## src/rtl/uart_rx_if.sv

```systemverilog
// Serial input and received-byte outputs of the UART receiver.
// slave: the receiver side; master: the line driver / byte consumer side.
interface uart_rx_if;
    logic       rx_serial;
    logic [7:0] rx_data;
    logic       rx_valid;
    logic       rx_frame_err;
    logic       rx_busy;

    modport slave (
        input  rx_serial,
        output rx_data,
        output rx_valid,
        output rx_frame_err,
        output rx_busy
    );

    modport master (
        output rx_serial,
        input  rx_data,
        input  rx_valid,
        input  rx_frame_err,
        input  rx_busy
    );
endinterface

```

## src/rtl/uart_rx.sv

```systemverilog
// 8N1 UART receiver. Samples each bit at its mid-point, using the start-bit
// half period to align, and returns to idle at mid-stop-bit. This leaves half
// a bit time to catch a start bit that immediately follows the stop bit.
module uart_rx #(
    parameter int unsigned CLK_FREQ  = 50_000_000,
    parameter int unsigned BAUD_RATE = 115200
) (
    input  logic     clk,
    input  logic     rst_,
    uart_rx_if.slave bus
);

    localparam int unsigned DIVISOR = CLK_FREQ / BAUD_RATE;
    localparam int unsigned HALF    = DIVISOR / 2;

    typedef enum logic [1:0] {StIdle, StStart, StData, StStop} state_e;

    state_e      state_q, state_d;
    logic [31:0] baud_cnt_q, baud_cnt_d;
    logic [2:0]  bit_index_q, bit_index_d;
    logic [7:0]  shifter_q, shifter_d;
    logic [7:0]  data_q, data_d;
    logic        valid_q, valid_d;
    logic        frame_err_q, frame_err_d;
    logic        busy_q, busy_d;
    logic        sync1_q, sync2_q;
    logic        rx_sync;

    assign rx_sync = sync2_q;

    // Two-flop synchroniser for the asynchronous serial line; resets to idle-high.
    always_ff @(posedge clk or negedge rst_) begin
        if (!rst_) begin
            sync1_q <= 1'b1;
            sync2_q <= 1'b1;
        end else begin
            sync1_q <= bus.rx_serial;
            sync2_q <= sync1_q;
        end
    end

    // Next-state logic: mid-bit sampling, shifting and the one-cycle result pulses.
    always_comb begin
        state_d     = state_q;
        baud_cnt_d  = baud_cnt_q;
        bit_index_d = bit_index_q;
        shifter_d   = shifter_q;
        data_d      = data_q;
        valid_d     = 1'b0;
        frame_err_d = 1'b0;
        unique case (state_q)
            StIdle: begin
                baud_cnt_d = '0;
                if (!rx_sync) begin
                    state_d = StStart;
                end
            end
            StStart: begin
                baud_cnt_d = baud_cnt_q + 32'd1;
                if (baud_cnt_q == HALF - 1) begin
                    baud_cnt_d = '0;
                    if (!rx_sync) begin
                        state_d     = StData;
                        bit_index_d = '0;
                    end else begin
                        // Line went back high before mid start bit: a glitch.
                        state_d = StIdle;
                    end
                end
            end
            StData: begin
                baud_cnt_d = baud_cnt_q + 32'd1;
                if (baud_cnt_q == DIVISOR - 1) begin
                    baud_cnt_d = '0;
                    shifter_d  = {rx_sync, shifter_q[7:1]};
                    if (bit_index_q == 3'd7) begin
                        state_d = StStop;
                    end else begin
                        bit_index_d = bit_index_q + 3'd1;
                    end
                end
            end
            StStop: begin
                baud_cnt_d = baud_cnt_q + 32'd1;
                if (baud_cnt_q == DIVISOR - 1) begin
                    baud_cnt_d = '0;
                    state_d    = StIdle;
                    if (rx_sync) begin
                        data_d  = shifter_q;
                        valid_d = 1'b1;
                    end else begin
                        frame_err_d = 1'b1;
                    end
                end
            end
            default: begin
                state_d    = StIdle;
                baud_cnt_d = '0;
            end
        endcase
        // Busy is registered alongside the state so it drops with the pulse.
        busy_d = (state_d != StIdle);
    end

    // FSM and datapath registers.
    always_ff @(posedge clk or negedge rst_) begin
        if (!rst_) begin
            state_q     <= StIdle;
            baud_cnt_q  <= '0;
            bit_index_q <= '0;
            shifter_q   <= '0;
            data_q      <= '0;
            valid_q     <= 1'b0;
            frame_err_q <= 1'b0;
            busy_q      <= 1'b0;
        end else begin
            state_q     <= state_d;
            baud_cnt_q  <= baud_cnt_d;
            bit_index_q <= bit_index_d;
            shifter_q   <= shifter_d;
            data_q      <= data_d;
            valid_q     <= valid_d;
            frame_err_q <= frame_err_d;
            busy_q      <= busy_d;
        end
    end

    assign bus.rx_data      = data_q;
    assign bus.rx_valid     = valid_q;
    assign bus.rx_frame_err = frame_err_q;
    assign bus.rx_busy      = busy_q;

endmodule

```

## src/flat_wrapper.sv

```systemverilog
// flat-port wrapper written by rule: the top's interface ports become plain ports
module uart_rx_flat 
#(
    parameter int unsigned CLK_FREQ  = 50_000_000,
    parameter int unsigned BAUD_RATE = 115200
)
  (clk, rst_, bus_rx_serial, bus_rx_data, bus_rx_valid, bus_rx_frame_err, bus_rx_busy);
  uart_rx_if bus_i ();
  input  logic clk;
  input  logic rst_;
  input wire logic [$bits(bus_i.rx_serial)-1:0] bus_rx_serial;
  output wire logic [$bits(bus_i.rx_data)-1:0] bus_rx_data;
  output wire logic [$bits(bus_i.rx_valid)-1:0] bus_rx_valid;
  output wire logic [$bits(bus_i.rx_frame_err)-1:0] bus_rx_frame_err;
  output wire logic [$bits(bus_i.rx_busy)-1:0] bus_rx_busy;
  assign bus_i.rx_serial = bus_rx_serial;
  assign bus_rx_data = bus_i.rx_data;
  assign bus_rx_valid = bus_i.rx_valid;
  assign bus_rx_frame_err = bus_i.rx_frame_err;
  assign bus_rx_busy = bus_i.rx_busy;
  uart_rx #(.CLK_FREQ(CLK_FREQ), .BAUD_RATE(BAUD_RATE)) u_core (.clk(clk), .rst_(rst_), .bus(bus_i));
endmodule
```

## config.mk

```make
export PLATFORM = sky130hd
export DESIGN_NAME = uart_rx_flat
export DESIGN_NICKNAME = d
export VERILOG_FILES = /design/src/rtl/uart_rx_if.sv /design/src/rtl/uart_rx.sv /design/src/flat_wrapper.sv
export SDC_FILE = /design/constraint.sdc
export NUM_CORES = 1
export LEC_CHECK = 0
export BUFFER_PORTS_ARGS = -buffer_cell sky130_fd_sc_hd__buf_2
export CAP_MARGIN = 20
export CORE_MARGIN = 5
export CORE_UTILIZATION = 40
export DETAILED_ROUTE_END_ITERATION = 10
export GPL_TIMING_DRIVEN = 0
export HOLD_SLACK_MARGIN = 0.03
export SKIP_CTS_REPAIR_TIMING = 1
export SYNTH_ARGS = -nofsm -noshare
export SYNTH_HDL_FRONTEND = slang
export SYNTH_SLANG_ARGS = --single-unit
```

## constraint.sdc

```tcl
create_clock -name clk -period 2.4 [get_ports clk]
set_input_delay 0.48 -clock clk [delete_from_list [all_inputs] [get_ports clk]]
set_output_delay 0.48 -clock clk [all_outputs]
set_load 0.05 [all_outputs]
```

==> impl.org <==
** Status
- Result of the run :: finished clean

** Pwr
- Part of the total power dissipated in the clock network :: 49.4%
- Sequential share of power :: 49.4%
- Total net switching power :: 0.400 mW
- The design draws 1.99 mW.
- In this run the power density over the cells is 593 nW/um^2.
- Internal power :: 1.59 mW
- VDD IR-drop max :: 0.372 mV
- Switching part of the total :: 20.1%
- Comb pwr share :: 1.2%
- For this design the static power due to leakage is 1.63 nW.

** Clock network
- No sink is reached through more buffers than the 2 on the longest clock path.
- Number of clock sinks :: 58
- Clock buffer count from CTS :: 9
- CTS clock-pin slew for the worst setup and hold paths :: 0.07 ns
- The cell sitting at the root of the clock tree is a sky130_fd_sc_hd__clkbuf_8.
- TritonCTS built the clock tree.
- Later-pin clock latency in the skew report :: 0.33 ns
- H-tree depth :: 3

** Setup path
- Worst path slowest cell :: sky130_fd_sc_hd__dfrtp_1
- Together, buffers and inverters on the worst path number 1.
- By startpoint and endpoint, the worst setup path is classified as reg2reg.
- In this design, the stage delay of the slowest critical-path cell is 0.43 ns.
- STA classifies the critical path startpoint as a flip-flop.
- Cells along the critical path :: nor4_2 > nand4_2 > nand3b_4 > or2_1 > buf_6 > mux2_4
- Endpoint kind of the worst setup timing path :: flip-flop
- Of all nets on the critical path, the largest fanout is 10.
- Data arrival time of the critical path :: 2.39 ns
- Data on the critical path is required at its endpoint by 2.61 ns.
- Among cell families on the critical path, the largest total delay comes from simple AND/OR/NAND/NOR gates.

** Detailed routing
- The pre-antenna-repair detailed-routing pass consisted of 5 iterations.
- Using the TritonRoute via totals, the vias-per-cell ratio works out to 5.03.
- WL per Instance :: 13.8 um
- Final Routed Wirelength :: 5.48 mm
- The routed layout has 1,996 vias.
- # DRC :: 0
- Number of nets still failing antenna checks after routing :: 0
- Violation count after the first detailed-route iteration :: 82

** Floorplanning
- Floorplan row count :: 31
- Initial Util :: 40.8%
- Die Y :: 95.5 um
- Die span in x :: 95.5 um
- In this run the standard cell core region covers 7180 sq um.
- Die area :: 9120 sq um
- Ports placed on the boundary :: 14

** Logic synthesis
- In this run, synthesis produced a sequential element count of 58.
- The mapped netlist covers 2930 sq um.
- Synthesis produced 268 cells.
- Dominant cells by area after synthesis :: sky130_fd_sc_hd__dfrtp_1 (48%), sky130_fd_sc_hd__xor2_1 (7.8%), sky130_fd_sc_hd__nor2_1 (4.9%)
- Sequential elements use 49.7% of the synthesized area.
- Yosys printed 0 warnings.
- Library cell occupying the most area in the post-synthesis netlist :: sky130_fd_sc_hd__dfrtp_1
- sky130_fd_sc_hd__dfrtp_1 is the most common cell in the netlist.
- In this run, distinct cell masters in the synthesized netlist total 44.
- Average size of a mapped cell :: 10.9 sq um
- Synthesized netlist net count :: 280
- Fraction of synthesis flops using an asynchronous set or reset pin :: 100%
- Top cell type's share of synthesized area :: 47.9%
- Number of enable flip-flop cells after synthesis :: 0
- Counting instances in the post-synthesis netlist gives the leading cell types as sky130_fd_sc_hd__dfrtp_1 (56), sky130_fd_sc_hd__nor2_1 (38), sky130_fd_sc_hd__xor2_1 (26), sky130_fd_sc_hd__nand4_1 (16), sky130_fd_sc_hd__nand2_1 (15).
- In the synthesized netlist the dominant register cell turns out to be sky130_fd_sc_hd__dfrtp_1.

** Timing
- Final sum of negative setup slack :: 0 ns
- Based on the critical path, the design can be clocked at up to 459 MHz.
- The number of endpoints with negative hold slack in the final report came to 0.
- Setup violation total in the final timing report :: 0
- Measured against its own limit, the worst slew margin works out to 45.9%.
- Counting I/O delays and the setup requirement, the final critical path takes 2.18 ns.
- Number of pins exceeding their max-slew limit in the final report :: 0
- Clock tree skew after final layout :: 0.00440 ns
- Setup repair after global routing left no endpoint under its margin.
- On the final layout, the worst hold slack is 0.160 ns.
- Post-route clock period utilization :: 90.7%
- At the pin with the least slew margin, the transition time is 0.804 ns.

** Final layout
- # diodes :: 0
- Total number of nets in the final design :: 305
- Area Growth Syn to Fin :: 14.8%
- Cells with a size suffix above 1 make up 21.5% of the layout.

** Global routing
- For this run the aggregate overflow at the end of global routing stands at 0.
- The via count of the first global-routing pass is 1,924.
- First-pass GRT wire length :: 9.47 mm
- Pin count of the biggest net entering global routing :: 34
- Number of antenna violations at the first check in global routing :: 0
- Combined global-route utilization of all metal layers :: 13.5%

** Flow run
- Number of max-capacitance violations reported :: 0

** Place
- Half-perimeter wire length after placement :: 3.87 mm
- In this run the tool buffered the top-level ports with 13 buffer cells.
- The congestion estimate from routability-driven global placement came to 0.797.

** Hold path
- Classification of the worst-slack hold path :: in2async
-- cell families after synthesis --
| family | count (synthesis) | synth area share, % |
|---|---|---|
| simple gates | 120 | 23.3 |
| compound gates | 16 | 3.89 |
| fa+ha+maj | 9 | 3.85 |
| buf+inv | 18 | 2.74 |
| flops | 58 | 49.7 |
| xor+xnor | 30 | 8.98 |
| mux | 17 | 7.53 |
-- cell type report --
| type | count | area [sq um] |
|---|---|---|
| inverter | 10 | 37.5 |
| timing repair buffer | 14 | 85.1 |
| multi-input combinational | 192 | 1400 |
| sequential | 58 | 1450 |
| fill | 687 | 3820 |
| tap | 99 | 124 |
| clock inverter | 6 | 80.1 |
| buffer | 8 | 42.5 |
| clock buffer | 10 | 138 |
-- through the flow --
stage                     setup WS (ns)  util (%)  cells  cell area (sq um)
after floorplan                   0.492         -    268               2930
after global placement            0.172      43.4    380               3110
after detailed placement          0.132      43.7    381               3130
after CTS                         0.110      46.7    397               3350
after global routing             0.0657      46.8    397               3360
final                             0.222      46.8    397               3360
-- sequential cells by signal, indices dropped and copies added (netlist names) --
| name | cells |
|---|---|
| u_core.rx_sync | 1 |
| u_core.shifter_q | 8 |
| u_core.bit_index_q | 3 |
| u_core.baud_cnt_q | 32 |
| u_core.bus.rx_data | 8 |
| u_core.bus.rx_valid | 1 |
| u_core.sync1_q | 1 |
| u_core.bus.rx_busy | 1 |
| u_core.bus.rx_frame_err | 1 |
| u_core.state_q | 2 |
-- layout by cell type (no fill, tap or decap), types with 2 or more instances in the layout --
cell type | netlist | routed
sky130_fd_sc_hd__a21oi_1 | 2 | 2
sky130_fd_sc_hd__and2_1 | 5 | 5
sky130_fd_sc_hd__and3_1 | 7 | 7
sky130_fd_sc_hd__and4_1 | 5 | 5
sky130_fd_sc_hd__buf_2 | 4 | 17
sky130_fd_sc_hd__bufinv_16 | 0 | 2
sky130_fd_sc_hd__clkbuf_1 | 3 | 3
sky130_fd_sc_hd__clkbuf_8 | 0 | 10
sky130_fd_sc_hd__clkinv_2 | 0 | 4
sky130_fd_sc_hd__dfrtp_1 | 56 | 56
sky130_fd_sc_hd__dfstp_2 | 2 | 2
sky130_fd_sc_hd__ha_1 | 9 | 9
sky130_fd_sc_hd__inv_1 | 10 | 10
sky130_fd_sc_hd__mux2_2 | 8 | 8
sky130_fd_sc_hd__mux2_4 | 8 | 8
sky130_fd_sc_hd__nand2_1 | 15 | 15
sky130_fd_sc_hd__nand3_1 | 12 | 12
sky130_fd_sc_hd__nand4_1 | 16 | 16
sky130_fd_sc_hd__nor2_1 | 38 | 38
sky130_fd_sc_hd__nor3b_1 | 2 | 2
sky130_fd_sc_hd__nor4_1 | 4 | 4
sky130_fd_sc_hd__nor4_2 | 4 | 4
sky130_fd_sc_hd__o211ai_1 | 2 | 2
sky130_fd_sc_hd__o21ai_0 | 4 | 4
sky130_fd_sc_hd__o311ai_1 | 2 | 2
sky130_fd_sc_hd__xnor2_1 | 4 | 4
sky130_fd_sc_hd__xor2_1 | 26 | 26
-- worst paths after layout --
check	start	end	slack [ns]	cells after the start
min in group clk	bus_rx_serial	u_core.sync1_q	0.25	1
setup / recovery	u_core.baud_cnt_q[21]	u_core.shifter_q[7]	0.22	6
setup reg to reg	u_core.baud_cnt_q[21]	u_core.shifter_q[7]	0.22	6
hold reg to reg	u_core.sync1_q	u_core.rx_sync	0.36	0
hold / removal	rst_	u_core.bit_index_q[1]	0.16	1
max in group asynchronous	rst_	u_core.sync1_q	1.59	2
-- power groups by stage --
stage,Combinational (mW),Clock (mW),Sequential [mW]
after global placement,0.0227,0,1.00
after global routing,0.0302,1.06,0.982
after detailed placement,0.0269,0,1.00
final,0.0249,0.983,0.983
after floorplan,0.00108,0,1.00
after CTS,0.0269,1.01,0.983
-- routing by layer --
metal  global-route usage (%)  share of wire [%]
met5                        0                  0
met1                     18.4                 48
met2                     20.2                 46
met3                     4.81                4.4
met4                     4.27                1.2
Note: power is estimated with default switching activity, not from simulation.
